[config.mk]
export PLATFORM = sky130hd
export DESIGN_NAME = llc_stall_tracker_flat
export DESIGN_NICKNAME = d
export VERILOG_FILES = /design/src/rtl/llc_stall_tracker_pkg.sv /design/src/rtl/llc_stall_tracker_if.sv /design/src/rtl/llc_stall_tracker_stats.sv /design/src/rtl/llc_stall_tracker.sv /design/src/flat_wrapper.sv
export SDC_FILE = /design/constraint.sdc
export NUM_CORES = 1
export LEC_CHECK = 0
export BUFFER_PORTS_ARGS = -buffer_cell sky130_fd_sc_hd__buf_2
export CORE_MARGIN = 2
export CORE_UTILIZATION = 50
export CTS_CLUSTER_SIZE = 20
export DETAILED_ROUTE_END_ITERATION = 16
export PLACE_DENSITY = 0.75
export SLEW_MARGIN = 20
export SYNTH_ARGS = -nofsm -noshare
export SYNTH_HDL_FRONTEND = slang
export SYNTH_HIERARCHICAL = 1
export SYNTH_SLANG_ARGS = --single-unit
[constraint.sdc]
create_clock -name clk -period 2.75 [get_ports clk]
set_clock_uncertainty 0.1 [all_clocks]
set_input_delay 0.4125 -clock clk [delete_from_list [all_inputs] [get_ports clk]]
set_output_delay 0.4125 -clock clk [all_outputs]
set_load 0.1 [all_outputs]
[src/rtl/llc_stall_tracker_pkg.sv]
// rtl/llc_stall_tracker_pkg.sv - shared cache types for the LLC stall tracker
//
// Purpose: field widths, the default tracker depth and the per-slot entry
// struct. LLC_SET_BITS / LLC_TAG_BITS fall back to local defaults when the
// cache build does not define them.
`ifndef LLC_SET_BITS
`define LLC_SET_BITS 6
`endif
`ifndef LLC_TAG_BITS
`define LLC_TAG_BITS 8
`endif

package llc_stall_tracker_pkg;

  localparam int LLC_SET_W           = `LLC_SET_BITS;
  localparam int LLC_TAG_W           = `LLC_TAG_BITS;
  localparam int LLC_STALL_N_ENTRIES = 4;

  typedef struct packed {
    logic                 valid;
    logic                 blocked;
    logic [LLC_SET_W-1:0] set;
    logic [LLC_TAG_W-1:0] tag;
    logic                 is_dma;
  } llc_stall_entry_t;

endpackage

[src/rtl/llc_stall_tracker_if.sv]
// rtl/llc_stall_tracker_if.sv - decoder/FSM-facing bus of the LLC stall tracker
//
// Purpose: groups the alloc, lookup, release and resume signals.
// Modports:
//   master - request decoder / LLC FSM side (drives alloc_*, lookup_set,
//            release_*, resume_ready)
//   slave  - the tracker itself
interface llc_stall_tracker_if #(
  parameter int SET_W = llc_stall_tracker_pkg::LLC_SET_W,
  parameter int TAG_W = llc_stall_tracker_pkg::LLC_TAG_W
);

  logic             alloc_valid;
  logic             alloc_ready;
  logic [SET_W-1:0] alloc_set;
  logic [TAG_W-1:0] alloc_tag;
  logic             alloc_is_dma;

  logic [SET_W-1:0] lookup_set;
  logic             lookup_hit;

  logic             release_en;
  logic [SET_W-1:0] release_set;

  logic             resume_valid;
  logic             resume_ready;
  logic [SET_W-1:0] resume_set;
  logic [TAG_W-1:0] resume_tag;
  logic             resume_is_dma;

  modport master (
    output alloc_valid, alloc_set, alloc_tag, alloc_is_dma,
    output lookup_set, release_en, release_set, resume_ready,
    input  alloc_ready, lookup_hit,
    input  resume_valid, resume_set, resume_tag, resume_is_dma
  );

  modport slave (
    input  alloc_valid, alloc_set, alloc_tag, alloc_is_dma,
    input  lookup_set, release_en, release_set, resume_ready,
    output alloc_ready, lookup_hit,
    output resume_valid, resume_set, resume_tag, resume_is_dma
  );

endinterface

[src/rtl/llc_stall_tracker_stats.sv]
// rtl/llc_stall_tracker_stats.sv - allocation counter and occupancy high-water mark
//
// Purpose: module llc_stall_stats, used by llc_stall_tracker only when
// LLC_STALL_STATS_EN is defined.
// Ports:
//   clk, rst       clock, asynchronous active-low reset
//   rst_state      synchronous clear
//   alloc_fire     an allocation is accepted this cycle
//   count_d        occupancy after this edge
//   stat_allocs    accepted allocations, saturating at 16'hFFFF
//   stat_hiwater   largest occupancy seen since reset
module llc_stall_stats #(
  parameter int CNT_W = 3
) (
  input  logic             clk,
  input  logic             rst,
  input  logic             rst_state,
  input  logic             alloc_fire,
  input  logic [CNT_W-1:0] count_d,
  output logic [15:0]      stat_allocs,
  output logic [CNT_W-1:0] stat_hiwater
);

  logic [15:0]      allocs_q, allocs_d;
  logic [CNT_W-1:0] hiwater_q, hiwater_d;

  always_comb begin
    allocs_d  = allocs_q;
    hiwater_d = hiwater_q;
    if (alloc_fire && (allocs_q != 16'hFFFF)) allocs_d = allocs_q + 16'd1;
    // Tracking next-state occupancy keeps the mark in step with count.
    if (count_d > hiwater_q) hiwater_d = count_d;
    if (rst_state) begin
      allocs_d  = '0;
      hiwater_d = '0;
    end
  end

  always_ff @(posedge clk or negedge rst) begin
    if (!rst) begin
      allocs_q  <= '0;
      hiwater_q <= '0;
    end else begin
      allocs_q  <= allocs_d;
      hiwater_q <= hiwater_d;
    end
  end

  assign stat_allocs  = allocs_q;
  assign stat_hiwater = hiwater_q;

endmodule

[src/rtl/llc_stall_tracker.sv]
// rtl/llc_stall_tracker.sv - FIFO tracker of LLC requests stalled on busy sets
//
// Purpose: holds up to N_ENTRIES stalled requests in arrival order, flags set
// collisions for the decoder and hands unblocked requests back oldest-first.
// Optional statistics are built when LLC_STALL_STATS_EN is defined.
// Ports:
//   clk, rst       clock, asynchronous active-low reset
//   rst_state      synchronous soft clear (wins over alloc/release/pop)
//   bus            llc_stall_tracker_if.slave: alloc, lookup, release, resume
//   count          occupancy
//   stat_allocs    accepted allocations (0 without statistics)
//   stat_hiwater   peak occupancy (0 without statistics)
module llc_stall_tracker
  import llc_stall_tracker_pkg::*;
#(
  parameter int  N_ENTRIES = LLC_STALL_N_ENTRIES,
  parameter int  SET_W     = LLC_SET_W,
  parameter int  TAG_W     = LLC_TAG_W,
  localparam int PTR_W     = $clog2(N_ENTRIES),
  localparam int CNT_W     = $clog2(N_ENTRIES + 1)
) (
  input  logic                clk,
  input  logic                rst,
  input  logic                rst_state,
  llc_stall_tracker_if.slave  bus,
  output logic [CNT_W-1:0]    count,
  output logic [15:0]         stat_allocs,
  output logic [CNT_W-1:0]    stat_hiwater
);

  llc_stall_entry_t entries_q [N_ENTRIES];
  llc_stall_entry_t entries_d [N_ENTRIES];
  llc_stall_entry_t head_e;
  logic [PTR_W-1:0] head_q, head_d;
  logic [PTR_W-1:0] tail_q, tail_d;
  logic [CNT_W-1:0] count_q, count_d;
  logic             full;
  logic             resume_valid;
  logic             alloc_fire;
  logic             pop_fire;
  logic             hit;

  assign full         = (count_q == CNT_W'(N_ENTRIES));
  assign head_e       = entries_q[head_q];
  assign resume_valid = head_e.valid && !head_e.blocked;
  assign alloc_fire   = bus.alloc_valid && !full;
  assign pop_fire     = resume_valid && bus.resume_ready;

  // Collision check sees registered state only, never this cycle's alloc/pop.
  always_comb begin
    hit = 1'b0;
    for (int i = 0; i < N_ENTRIES; i++) begin
      if (entries_q[i].valid && (entries_q[i].set == LLC_SET_W'(bus.lookup_set))) hit = 1'b1;
    end
  end

  always_comb begin
    entries_d = entries_q;
    head_d    = head_q;
    tail_d    = tail_q;
    // Release matches against entries_q, so the slot written below by a
    // same-cycle alloc keeps blocked=1.
    if (bus.release_en) begin
      for (int i = 0; i < N_ENTRIES; i++) begin
        if (entries_q[i].valid && (entries_q[i].set == LLC_SET_W'(bus.release_set))) begin
          entries_d[i].blocked = 1'b0;
        end
      end
    end
    if (pop_fire) begin
      entries_d[head_q].valid = 1'b0;
      head_d = head_q + PTR_W'(1);
    end
    // head==tail with both firing is impossible: pop needs count>0, alloc needs count<N.
    if (alloc_fire) begin
      entries_d[tail_q] = '{valid:   1'b1,
                            blocked: 1'b1,
                            set:     LLC_SET_W'(bus.alloc_set),
                            tag:     LLC_TAG_W'(bus.alloc_tag),
                            is_dma:  bus.alloc_is_dma};
      tail_d = tail_q + PTR_W'(1);
    end
    count_d = count_q + CNT_W'(alloc_fire) - CNT_W'(pop_fire);
    if (rst_state) begin
      for (int i = 0; i < N_ENTRIES; i++) entries_d[i] = '0;
      head_d  = '0;
      tail_d  = '0;
      count_d = '0;
    end
  end

  always_ff @(posedge clk or negedge rst) begin
    if (!rst) begin
      for (int i = 0; i < N_ENTRIES; i++) entries_q[i] <= '0;
      head_q  <= '0;
      tail_q  <= '0;
      count_q <= '0;
    end else begin
      entries_q <= entries_d;
      head_q    <= head_d;
      tail_q    <= tail_d;
      count_q   <= count_d;
    end
  end

  assign bus.alloc_ready   = !full;
  assign bus.lookup_hit    = hit;
  assign bus.resume_valid  = resume_valid;
  // Head fields read 0 whenever the head slot is empty (reset, drained).
  assign bus.resume_set    = head_e.valid ? SET_W'(head_e.set) : '0;
  assign bus.resume_tag    = head_e.valid ? TAG_W'(head_e.tag) : '0;
  assign bus.resume_is_dma = head_e.valid && head_e.is_dma;
  assign count             = count_q;

`ifdef LLC_STALL_STATS_EN
  llc_stall_stats #(.CNT_W(CNT_W)) u_stats (
    .clk          (clk),
    .rst          (rst),
    .rst_state    (rst_state),
    .alloc_fire   (alloc_fire),
    .count_d      (count_d),
    .stat_allocs  (stat_allocs),
    .stat_hiwater (stat_hiwater)
  );
`else
  assign stat_allocs  = '0;
  assign stat_hiwater = '0;
`endif

endmodule

[src/flat_wrapper.sv]
// flat-port wrapper written by rule: the top's interface ports become plain ports
module llc_stall_tracker_flat import llc_stall_tracker_pkg::*;
#(
  parameter int  N_ENTRIES = LLC_STALL_N_ENTRIES,
  parameter int  SET_W     = LLC_SET_W,
  parameter int  TAG_W     = LLC_TAG_W,
  localparam int PTR_W     = $clog2(N_ENTRIES),
  localparam int CNT_W     = $clog2(N_ENTRIES + 1)
)
  (clk, rst, rst_state, count, stat_allocs, stat_hiwater, bus_alloc_valid, bus_alloc_set, bus_alloc_tag, bus_alloc_is_dma, bus_lookup_set, bus_release_en, bus_release_set, bus_resume_ready, bus_alloc_ready, bus_lookup_hit, bus_resume_valid, bus_resume_set, bus_resume_tag, bus_resume_is_dma);
  llc_stall_tracker_if #(.SET_W(SET_W), .TAG_W(TAG_W)) bus_i ();
  input  logic clk;
  input  logic rst;
  input  logic rst_state;
  output logic [CNT_W-1:0] count;
  output logic [15:0] stat_allocs;
  output logic [CNT_W-1:0] stat_hiwater;
  input wire logic [$bits(bus_i.alloc_valid)-1:0] bus_alloc_valid;
  input wire logic [$bits(bus_i.alloc_set)-1:0] bus_alloc_set;
  input wire logic [$bits(bus_i.alloc_tag)-1:0] bus_alloc_tag;
  input wire logic [$bits(bus_i.alloc_is_dma)-1:0] bus_alloc_is_dma;
  input wire logic [$bits(bus_i.lookup_set)-1:0] bus_lookup_set;
  input wire logic [$bits(bus_i.release_en)-1:0] bus_release_en;
  input wire logic [$bits(bus_i.release_set)-1:0] bus_release_set;
  input wire logic [$bits(bus_i.resume_ready)-1:0] bus_resume_ready;
  output wire logic [$bits(bus_i.alloc_ready)-1:0] bus_alloc_ready;
  output wire logic [$bits(bus_i.lookup_hit)-1:0] bus_lookup_hit;
  output wire logic [$bits(bus_i.resume_valid)-1:0] bus_resume_valid;
  output wire logic [$bits(bus_i.resume_set)-1:0] bus_resume_set;
  output wire logic [$bits(bus_i.resume_tag)-1:0] bus_resume_tag;
  output wire logic [$bits(bus_i.resume_is_dma)-1:0] bus_resume_is_dma;
  assign bus_i.alloc_valid = bus_alloc_valid;
  assign bus_i.alloc_set = bus_alloc_set;
  assign bus_i.alloc_tag = bus_alloc_tag;
  assign bus_i.alloc_is_dma = bus_alloc_is_dma;
  assign bus_i.lookup_set = bus_lookup_set;
  assign bus_i.release_en = bus_release_en;
  assign bus_i.release_set = bus_release_set;
  assign bus_i.resume_ready = bus_resume_ready;
  assign bus_alloc_ready = bus_i.alloc_ready;
  assign bus_lookup_hit = bus_i.lookup_hit;
  assign bus_resume_valid = bus_i.resume_valid;
  assign bus_resume_set = bus_i.resume_set;
  assign bus_resume_tag = bus_i.resume_tag;
  assign bus_resume_is_dma = bus_i.resume_is_dma;
  llc_stall_tracker #(.N_ENTRIES(N_ENTRIES), .SET_W(SET_W), .TAG_W(TAG_W)) u_core (.clk(clk), .rst(rst), .rst_state(rst_state), .bus(bus_i), .count(count), .stat_allocs(stat_allocs), .stat_hiwater(stat_hiwater));
endmodule
* Yosys cells after proc, flatten, opt, wreduce, memory -nomap -nowiden
Index checks and enable logic that the tools add are counted.
** Word-level totals
- Bits in registers :: 75
- Bits in read-only memories :: 0
- Output and inout port bits :: 40
- Memory bits (writable) :: 0
- Latch bits :: 0
- Memories :: 0
** Cells by class
- Div/mod/pow operators :: 0
- Eq/ne operators :: 9
- $add $sub $neg :: 4
- Bitwise operators :: 2
- Shift operators :: 0
- Multipliers :: 0
- Multiplexer cells :: 31
- Reduce and logical (&&, ||, !) cells :: 18
- Magnitude comparators :: 4
** Operator list (number)
- $mux 68 :: 3
- $bwmux 68 :: 2
- $demux 17 s2 :: 2
- $mux 17 :: 4
- $eq 6x6->1 :: 8
- $bmux 17 s2 :: 1
- $logic_and 1x1->1 :: 14
- $mux 1 :: 12
- $mux 2 :: 4
- $mux 8 :: 1
- $ge 3x3->1 const B :: 2
- $lt 3x1->1 const B :: 2
- $mux 6 :: 1
- $not 2->3 :: 2
- $add 2x1->2 const B :: 2
- $reduce_bool 2->1 :: 2
- $add 3x1->3 :: 1
- $eq 3x3->1 const B :: 1
- $mux 3 :: 1
- $sub 3x1->3 :: 1
- $logic_not 1->1 :: 2

* Longest topological paths before layout
Gate-level depths: netlist of run 1.
- Depth in word-level cells :: 11
- Depth in mapped cells :: 12

* Least setup slack after synthesis of run 1
No wires, ideal clock.
- Path kind :: flip-flop to flip-flop
- From :: register u_core.count_q[2] (netlist: u_core/count[2])
- To :: register u_core.count_q[2] (netlist: u_core/count[2])
- Buffers on the path :: 1
- Path slack :: -380 ps
- Data required time :: 2518 ps
- Data arrival time :: 2899 ps
- Stages on the path, launching flop included :: 12
- Setup time :: 132 ps
- Cell sequence :: dfrtp_1 -> or3b_1 -> buf_6 -> nand2_1 -> ha_1 -> inv_1 -> ha_1 -> inv_1 -> fa_1 -> xor2_1 -> xnor2_1 -> nor2_1
** On the way
- Cells in the longest elaborated chain, start to end :: 6
** Ends and longest elaborated chain
- start, declared :: RTL line llc_stall_tracker.sv:36 : logic [CNT_W-1:0] count_q, count_d;
- start signal, assigned :: RTL line llc_stall_tracker.sv:102 : count_q <= count_d;
- $eq 3x3->1 :: RTL line llc_stall_tracker.sv:43 : assign full = (count_q == CNT_W'(N_ENTRIES));
- $logic_not 1->1
- named net bus_alloc_ready :: RTL line flat_wrapper.sv:26 : output wire logic [$bits(bus_i.alloc_ready)-1:0] bus_alloc_ready;
- $logic_and 1x1->1 :: RTL line llc_stall_tracker.sv:46 : assign alloc_fire = bus.alloc_valid && !full;
- $add 3x1->3 :: RTL line llc_stall_tracker.sv:83 : count_d = count_q + CNT_W'(alloc_fire) - CNT_W'(pop_fire);
- $sub 3x1->3 :: RTL line llc_stall_tracker.sv:83
- $mux 3 :: RTL line llc_stall_tracker.sv:84 : if (rst_state) begin
- named net u_core.count_d[2] :: RTL line llc_stall_tracker.sv:36
The timed path passes the listed nets, and every way through them passes these cells.
A chain may end at the register's enable or synchronous reset.

* Worst setup path in the final report of run 1
- From :: register u_core/entries_q[32] (netlist bit)
- To :: register u_core.count_q[2] (netlist: u_core/count[2])
** On the way
- Cells in the longest elaborated chain, start to end :: 8
** Ends and longest elaborated chain
- start, declared :: RTL line llc_stall_tracker.sv:31 : llc_stall_entry_t entries_q [N_ENTRIES];
- start signal, assigned :: RTL line llc_stall_tracker.sv:99 : entries_q <= entries_d;
- $bmux 17 s2 :: RTL line llc_stall_tracker.sv:44 : assign head_e = entries_q[head_q];
- $mux 17 (not written as such) (2 in a row) :: RTL line llc_stall_tracker.sv:44
- $logic_not 1->1 :: RTL line llc_stall_tracker.sv:45 : assign resume_valid = head_e.valid && !head_e.blocked;
- $logic_and 1x1->1 :: RTL line llc_stall_tracker.sv:45
- $logic_and 1x1->1 :: RTL line llc_stall_tracker.sv:47 : assign pop_fire = resume_valid && bus.resume_ready;
- $sub 3x1->3 :: RTL line llc_stall_tracker.sv:83
- $mux 3 :: RTL line llc_stall_tracker.sv:84
- named net u_core.count_d[2] :: RTL line llc_stall_tracker.sv:36
The timed path passes the listed nets, and every way through them passes these cells. The select of a mux whose other input is x is not followed.

==> summary.md, run 1 <==
| Metric | Value |
|---|---|
| First-pass GRT wire length | `18.1 mm` |
| DRC viols | `0` |
| DRT antenna net count | `0` |
| Gr ovfl total | `0` |
| Routed vias/inst | `approximately 5.6` |
| Cell area after placement | `4800 um^2` |
| Placed Cells | `624` |
| R2R depth | `11` |
| Hold Slack | `0.222 ns` |
| Final setup margin | `0.0552 ns` |
| CTS clock-pin slew for the worst setup and hold paths | `~0.080 ns` |
| GR Util All Layers | `23.5%` |
| Number of CTS-inserted buffers | `9` |
| Worst hold path class | `input pin to register` |
| Prevailing post-synth register cell | `dfrtp_1` |
| Drt pass-1 iters | `4` |
| CP Max Fanout | `2` |
| Final instance area | `5090 um^2` |
| Final non-filler cell total | `644` |
| Final Hold Fails | `0` |
| Core Util, Final | `58.1%` |
| CORE AREA | `around 9000 um^2` |
| Hold path depth | `3` |
| Area delta synth->final | `12.1%` |
| Die extent in x | `99.3 um` |
| Total power | `3.43 mW` |
| Layout cells sized above 1 | `23.3%` |
| Maxcap violations | `0` |
| Area of the die | `9860 um^2` |
| Max Root-Sink Buffers | `2` |
| Post-synthesis async set-or-reset flop share | `100%` |
| Clock Root Buffer | `clkbuf_8` |
| Slew @ Worst Pin | `0.693 ns` |
| Port bufs | `53` |
| Starting Density | `51.8%` |
| Pre-CTS setup slack | `-0.00699 ns` |
| Synth top area cells | `dfrtp_1 41%, nand2_1 10%, mux4_2 7.9%, a21oi_1 7.8%, xnor2_1 5.8%` |
| Fin crit share | `98.0%` |
| CTS Sinks | `75` |
| Clk_lat worst skew | `0.35 ns` |
| Worst R2R End | `u_core/count[2]` |
| Peak supply drop | `0.349 mV` |
| Setup Viol. Count Final | `0` |
| Diode count | `0` |
| Leakage power | `2.22 nW` |
| Critical Path AT | `2.80 ns` |
| Initial antenna violation count | `0` |
| Power per standard cell area | `674 nW/um^2` |
| RSZ-0062 raised after global routing | `yes` |
| Final TNS setup | `0 ns` |
| Post-synthesis sequential area ratio | `41.3%` |
| Kind of critical path | `register to register` |
| Wire length per cell | `roughly 17 um` |
| Syn. warnings | `6` |
| Post-synthesis register bit count | `75` |
| Cell area after synthesis | `4540 um^2` |
| I/O Pins | `73` |
| Rows | `34` |
| Worst Setup Start Kind | `register` |
| EDFF count, synth | `0` |
| Worst flop-to-flop path startpoint | `u_core/entries_q[32]` |
| Vias | `3606` |
| Die Y-Extent | `99.3 um` |
| Run status | `complete, no violations` |
| Fmax | `371 MHz` |
| Worst EP required | `approximately 2.9 ns` |
| Most common cell in the netlist | `nand2_1` |
| Gpl congestion | `0.893` |
| Final Max Tran Viols | `0` |
| Synth top cells by count | `127 x nand2_1, 75 x dfrtp_1, 71 x a21oi_1` |
| Post-synth top area cell | `dfrtp_1` |
| Hold endpoint | `u_core/entries_q[30]` |
| Vias in the first global route | `3670` |
| DRT iter0 DRCs | `approximately 270` |
| Max transition margin | `between 50 and 60%` |
| Reg2Reg Setup Slack | `0.06 ns` |
| Drt total wl | `11.1 mm` |
| Crit path capture type | `register` |
| Final Critical Period | `approximately 2.7 ns` |
| Hpwl dp | `7.45 mm` |
| Cell variety after synth | `35` |
| CTS tree | `done` |
| Hold_sp | `bus_alloc_set[4]` |
| H-tree depth | `3` |
| Synthesized area per cell | `9.46 um^2` |
| Largest net degree at the start of global routing | `76` |
| Syn Inst Count | `480` |
| Final Net Count | `575` |
| Share of the synthesized area in the top cell type | `between 40% and 50%` |
-- critical path, stage by stage (launching register included) --
cell     delay, ns
dfrtp_1       0.39
or2b_1        0.24
mux4_2        0.51
nor2b_4       0.16
ha_4          0.21
inv_2         0.06
ha_4          0.11
inv_2         0.03
fa_2          0.34
xor2_1        0.18
xnor2_1       0.16
nor2_1        0.05
-- report_power, final --
part	switching, mW	internal [mW]
clock network	0.420	0.507
logic	0.850	0.359
registers	0.0923	1.20
total	1.36	2.07
-- how the worst max path moves through the flow --
stage / startpoint / to / slack (ns) / cells past startpoint
after CTS: u_core/entries_q[32] / u_core/count[2] / 0.01 / 11
after detailed placement: u_core/entries_q[32] / u_core/count[2] / -0.007 / 11
after global routing: u_core/entries_q[49] / u_core/count[2] / -0.04 / 11
after global placement: u_core/entries_q[32] / u_core/count[2] / 0.03 / 11
final: u_core/entries_q[32] / u_core/count[2] / 0.06 / 11
after floorplan: u_core/head_q[1] / bus_resume_set[2] / -0.19 / 6
-- layout by cell type (no fill, tap or decap), types with 2 or more instances in the layout --
master | netlist | layout
and3_4 | 3 | 3
dfrtp_1 | 75 | 72
o41ai_1 | 4 | 4
nor2_1 | 4 | 4
buf_12 | 0 | 2
dfrtp_2 | 0 | 3
nand4_1 | 4 | 4
nand2_1 | 127 | 127
buf_2 | 6 | 52
bufinv_16 | 0 | 2
xnor2_1 | 30 | 30
conb_1 | 1 | 19
ha_1 | 10 | 8
nand3_1 | 9 | 9
nand2b_1 | 2 | 2
mux4_2 | 16 | 16
inv_2 | 1 | 3
clkinvlp_4 | 0 | 3
clkinv_2 | 0 | 2
nand3_2 | 4 | 4
clkbuf_8 | 0 | 9
nor4_1 | 4 | 4
xor2_1 | 21 | 21
o21ai_1 | 4 | 4
buf_4 | 21 | 17
mux2i_1 | 5 | 5
a21oi_1 | 71 | 71
inv_1 | 6 | 4
nor2b_1 | 18 | 15
nor2b_2 | 0 | 2
or2b_1 | 2 | 2
ha_4 | 0 | 2
-- sequential cells by signal (all words and copies together), names as in the netlist --
signal,count
u_core/entries_q,68
u_core/tail_q,2
u_core/count,3
u_core/head_q,2
-- layer usage --
metal	up-vias	GRT usage, %	part of all wire [%]
met5	-	0	0
met4	0	9.38	2.4
met3	24	3.30	6.0
met2	138	39.8	50
met1	1775	30.6	41
li1	1669	-	-
-- kinds of logic (layout without fill, tap and decap cells) --
| kind of cell | after synthesis | in the layout | synth area share, % |
|---|---|---|---|
| adders and majority gates | 11 | 11 | 3.20 |
| other | 1 | 19 | 0.0826 |
| and+or+nand+nor | 180 | 180 | 18.1 |
| AOI/OAI and AO/OA | 82 | 82 | 9.61 |
| muxes | 22 | 22 | 9.28 |
| buffers and inverters | 58 | 96 | 8.54 |
| xor gates and xnor gates | 51 | 51 | 9.83 |
| DFF | 75 | 75 | 41.3 |
-- layout make-up --
class | instances | area [um^2]
timing repair buffer | 73 | 449
multi-input combinational | 365 | 2380
inverter | 7 | 26.3
clock inverter | 7 | 92.6
tap | 108 | 135
sequential | 75 | 1880
clock buffer | 9 | 124
fill | 758 | 3670
-- what timing repair did --
action,4_1_cts,5_1_grt
hold buffers,1,0
endpoints found under the setup margin,1,10
gates cloned,0,0
buffers inserted,1,2
resized for setup,1,8
endpoints found under the hold margin,36,0
pin swaps,0,4
(Power assumes the default switching activity.)
==> run 2: changes to the inputs <==
CORE_UTILIZATION = 40   (was 50)
PLACE_DENSITY = default   (was 0.75)
==> summary.md, run 2 (same netlist as run 1, synthesis figures left out) <==
| Metric | Value |
|---|---|
| Area of the die | `12200 um^2` |
| Drt pass-1 iters | `4` |
| I/O Pins | `73` |
| Fmax | `374 MHz` |
| Maxcap violations | `0` |
| Hold Slack | `0.0278 ns` |
| Final Max Tran Viols | `0` |
| Starting Density | `between 40% and 50%` |
| H-tree depth | `3` |
| Setup Viol. Count Final | `0` |
| Peak supply drop | `around 0.37 mV` |
| Gr ovfl total | `0` |
| Pre-CTS setup slack | `-0.0542 ns` |
| GR Util All Layers | `19.4%` |
| Drt total wl | `11.6 mm` |
| Max reg flops | `68` |
| Routed vias/inst | `around 5.1` |
| Worst-path cell chain | `or2b_1, mux4_2, nor2b_4, ha_1, inv_1, ha_1, inv_1, fa_2, xor2_1, xnor2_1, nor2_1` |
| Logic gate share of total power | `32.8%` |
| DRT iter0 DRCs | `235` |
| Filler cells | `1043` |
| Vias in the first global route | `3514` |
| Rows | `38` |
| RSZ-0062 raised after global routing | `yes` |
| Power per standard cell area | `roughly 700 nW/um^2` |
| Leakage power | `2.26 nW` |
| CTS clock-pin slew for the worst setup and hold paths | `0.06 ns` |
| Met2 routed WL | `5.54 mm` |
| Max transition margin | `roughly half` |
| Cell Int Power | `2.25 mW` |
| Number of CTS-inserted buffers | `9` |
| Largest net degree at the start of global routing | `43` |
| Final Net Count | `574` |
| Seq pwr share | `35.8%` |
| Diode count | `0` |
| Final Hold Fails | `0` |
| Met3 wire len | `631 um` |
| Fin crit share | `between 90% and 100%` |
| Worst hold path class | `input pin to async pin` |
| Setup crit start | `u_core/entries_q[49]` |
| Clk_lat worst skew | `0.33 ns` |
| Worst flop-to-flop path startpoint | `u_core/entries_q[49]` |
| Layout cells sized above 1 | `roughly 22%` |
| Clock group share of total power | `31.4%` |
| Area delta synth->final | `13.5%` |
| Kind of critical path | `register to register` |
| First-pass GRT wire length | `18.9 mm` |
| Die extent in x | `111 um` |
| Wire length per cell | `17.1 um` |
| CTS tree | `done` |
| DRT antenna net count | `0` |
| Sw Ratio | `between 30% and 40%` |
| Clock Root Buffer | `clkbuf_16` |
| DRC viols | `0` |
| Slew @ Worst Pin | `between 0.7 and 0.8 ns` |
| Most frequent cells in the layout | `127 x nand2_1, 72 x dfrtp_1, 71 x a21oi_1` |
| CORE AREA | `11000 um^2` |
| Largest register by flop count | `u_core/entries_q` |
| Highest routed layer | `met4` |
| Die Y-Extent | `between 100 and 150 um` |
| Final setup margin | `around 0.074 ns` |
| Final TNS setup | `0 ns` |
| CP Max Fanout | `2` |
| Port bufs | `53` |
| Hpwl dp | `7.96 mm` |
| Final Critical Period | `about 2.7 ns` |
| Hold_buf cts | `0` |
| Run status | `complete, no violations` |
| Initial antenna violation count | `0` |
| Vias | `3438` |
| Total power | `between 3 and 4 mW` |
| Switch Pwr | `1.37 mW` |
| Commonest non-fill, non-tap cell in the layout | `nand2_1` |
| Max stage delay on crit path | `0.51 ns` |
| Met1 wire length | `5.26 mm` |
| Max Root-Sink Buffers | `2` |
| Critical Path AT | `2.76 ns` |
| Worst Setup Start Kind | `register` |
| Worst-path cell with the longest stage delay | `mux4_2` |
| CTS Sinks | `75` |
| Crit path capture type | `register` |
| Worst EP required | `2.83 ns` |
| Core Util, Final | `46.9%` |
| Gpl congestion | `between 0.9 and 1` |
## run 2: cell type report
cell class	instances	area, um^2	share of cell area [%]
Multi-Input combinational cell	365	2360	45.8
Timing Repair Buffer	72	427	8.28
Tap cell	140	175	3.40
Sequential cell	75	1880	36.5
Clock buffer	11	233	4.51
Clock inverter	5	53.8	1.04
Inverter	7	26.3	0.510
## run 2: stage by stage
step	cell area [um^2]	instances
detailed placement	4850	658
finish	5150	675
CTS	5140	674
global route	5150	675
floorplan	4620	498
global placement	4850	658
## run 2: per-layer routing
metal | vias to the layer above | global-route usage, %
li1 | 1671 | -
met1 | 1657 | 26.6
met2 | 99 | 31.9
met3 | 11 | 3.57
met4 | 0 | 4.92
met5 | - | 0
## run 2: critical path: cells and delay by family (launching register included)
kind	cells	cell delay, ns
and+or+nand+nor	3	0.44
buffers and inverters	2	0.11
xor gates and xnor gates	2	0.30
adders and majority gates	3	0.69
muxes	1	0.51
DFF	1	0.37
## run 2: path summary, 6_finish.rpt
path | cells past startpoint | slack, ns | to
min in group clk | 3 | 0.25 | u_core/entries_q[57]
max in group asynchronous | 2 | 2.10 | u_core/count[2]
worst min register to register | 2 | 0.42 | u_core/entries_q[25]
worst max-delay path | 11 | 0.07 | u_core/count[2]
worst min-delay path | 2 | 0.03 | u_core/tail_q[1]
worst max register to register | 11 | 0.07 | u_core/count[2]
## run 2: power groups by stage
stage / clock network (mW) / logic (mW) / registers [mW]
after floorplan: 0 / 0.843 / 1.40
after global placement: 0 / 1.17 / 1.31
after detailed placement: 0 / 1.19 / 1.31
after CTS: 1.16 / 1.19 / 1.30
after global routing: 1.21 / 1.27 / 1.31
final: 1.14 / 1.19 / 1.30
## run 2: timing repair
item,CTS,global route
setup endpoints to repair,1,12
resized for setup,2,2
pin swaps,0,1
setup buffers,0,1
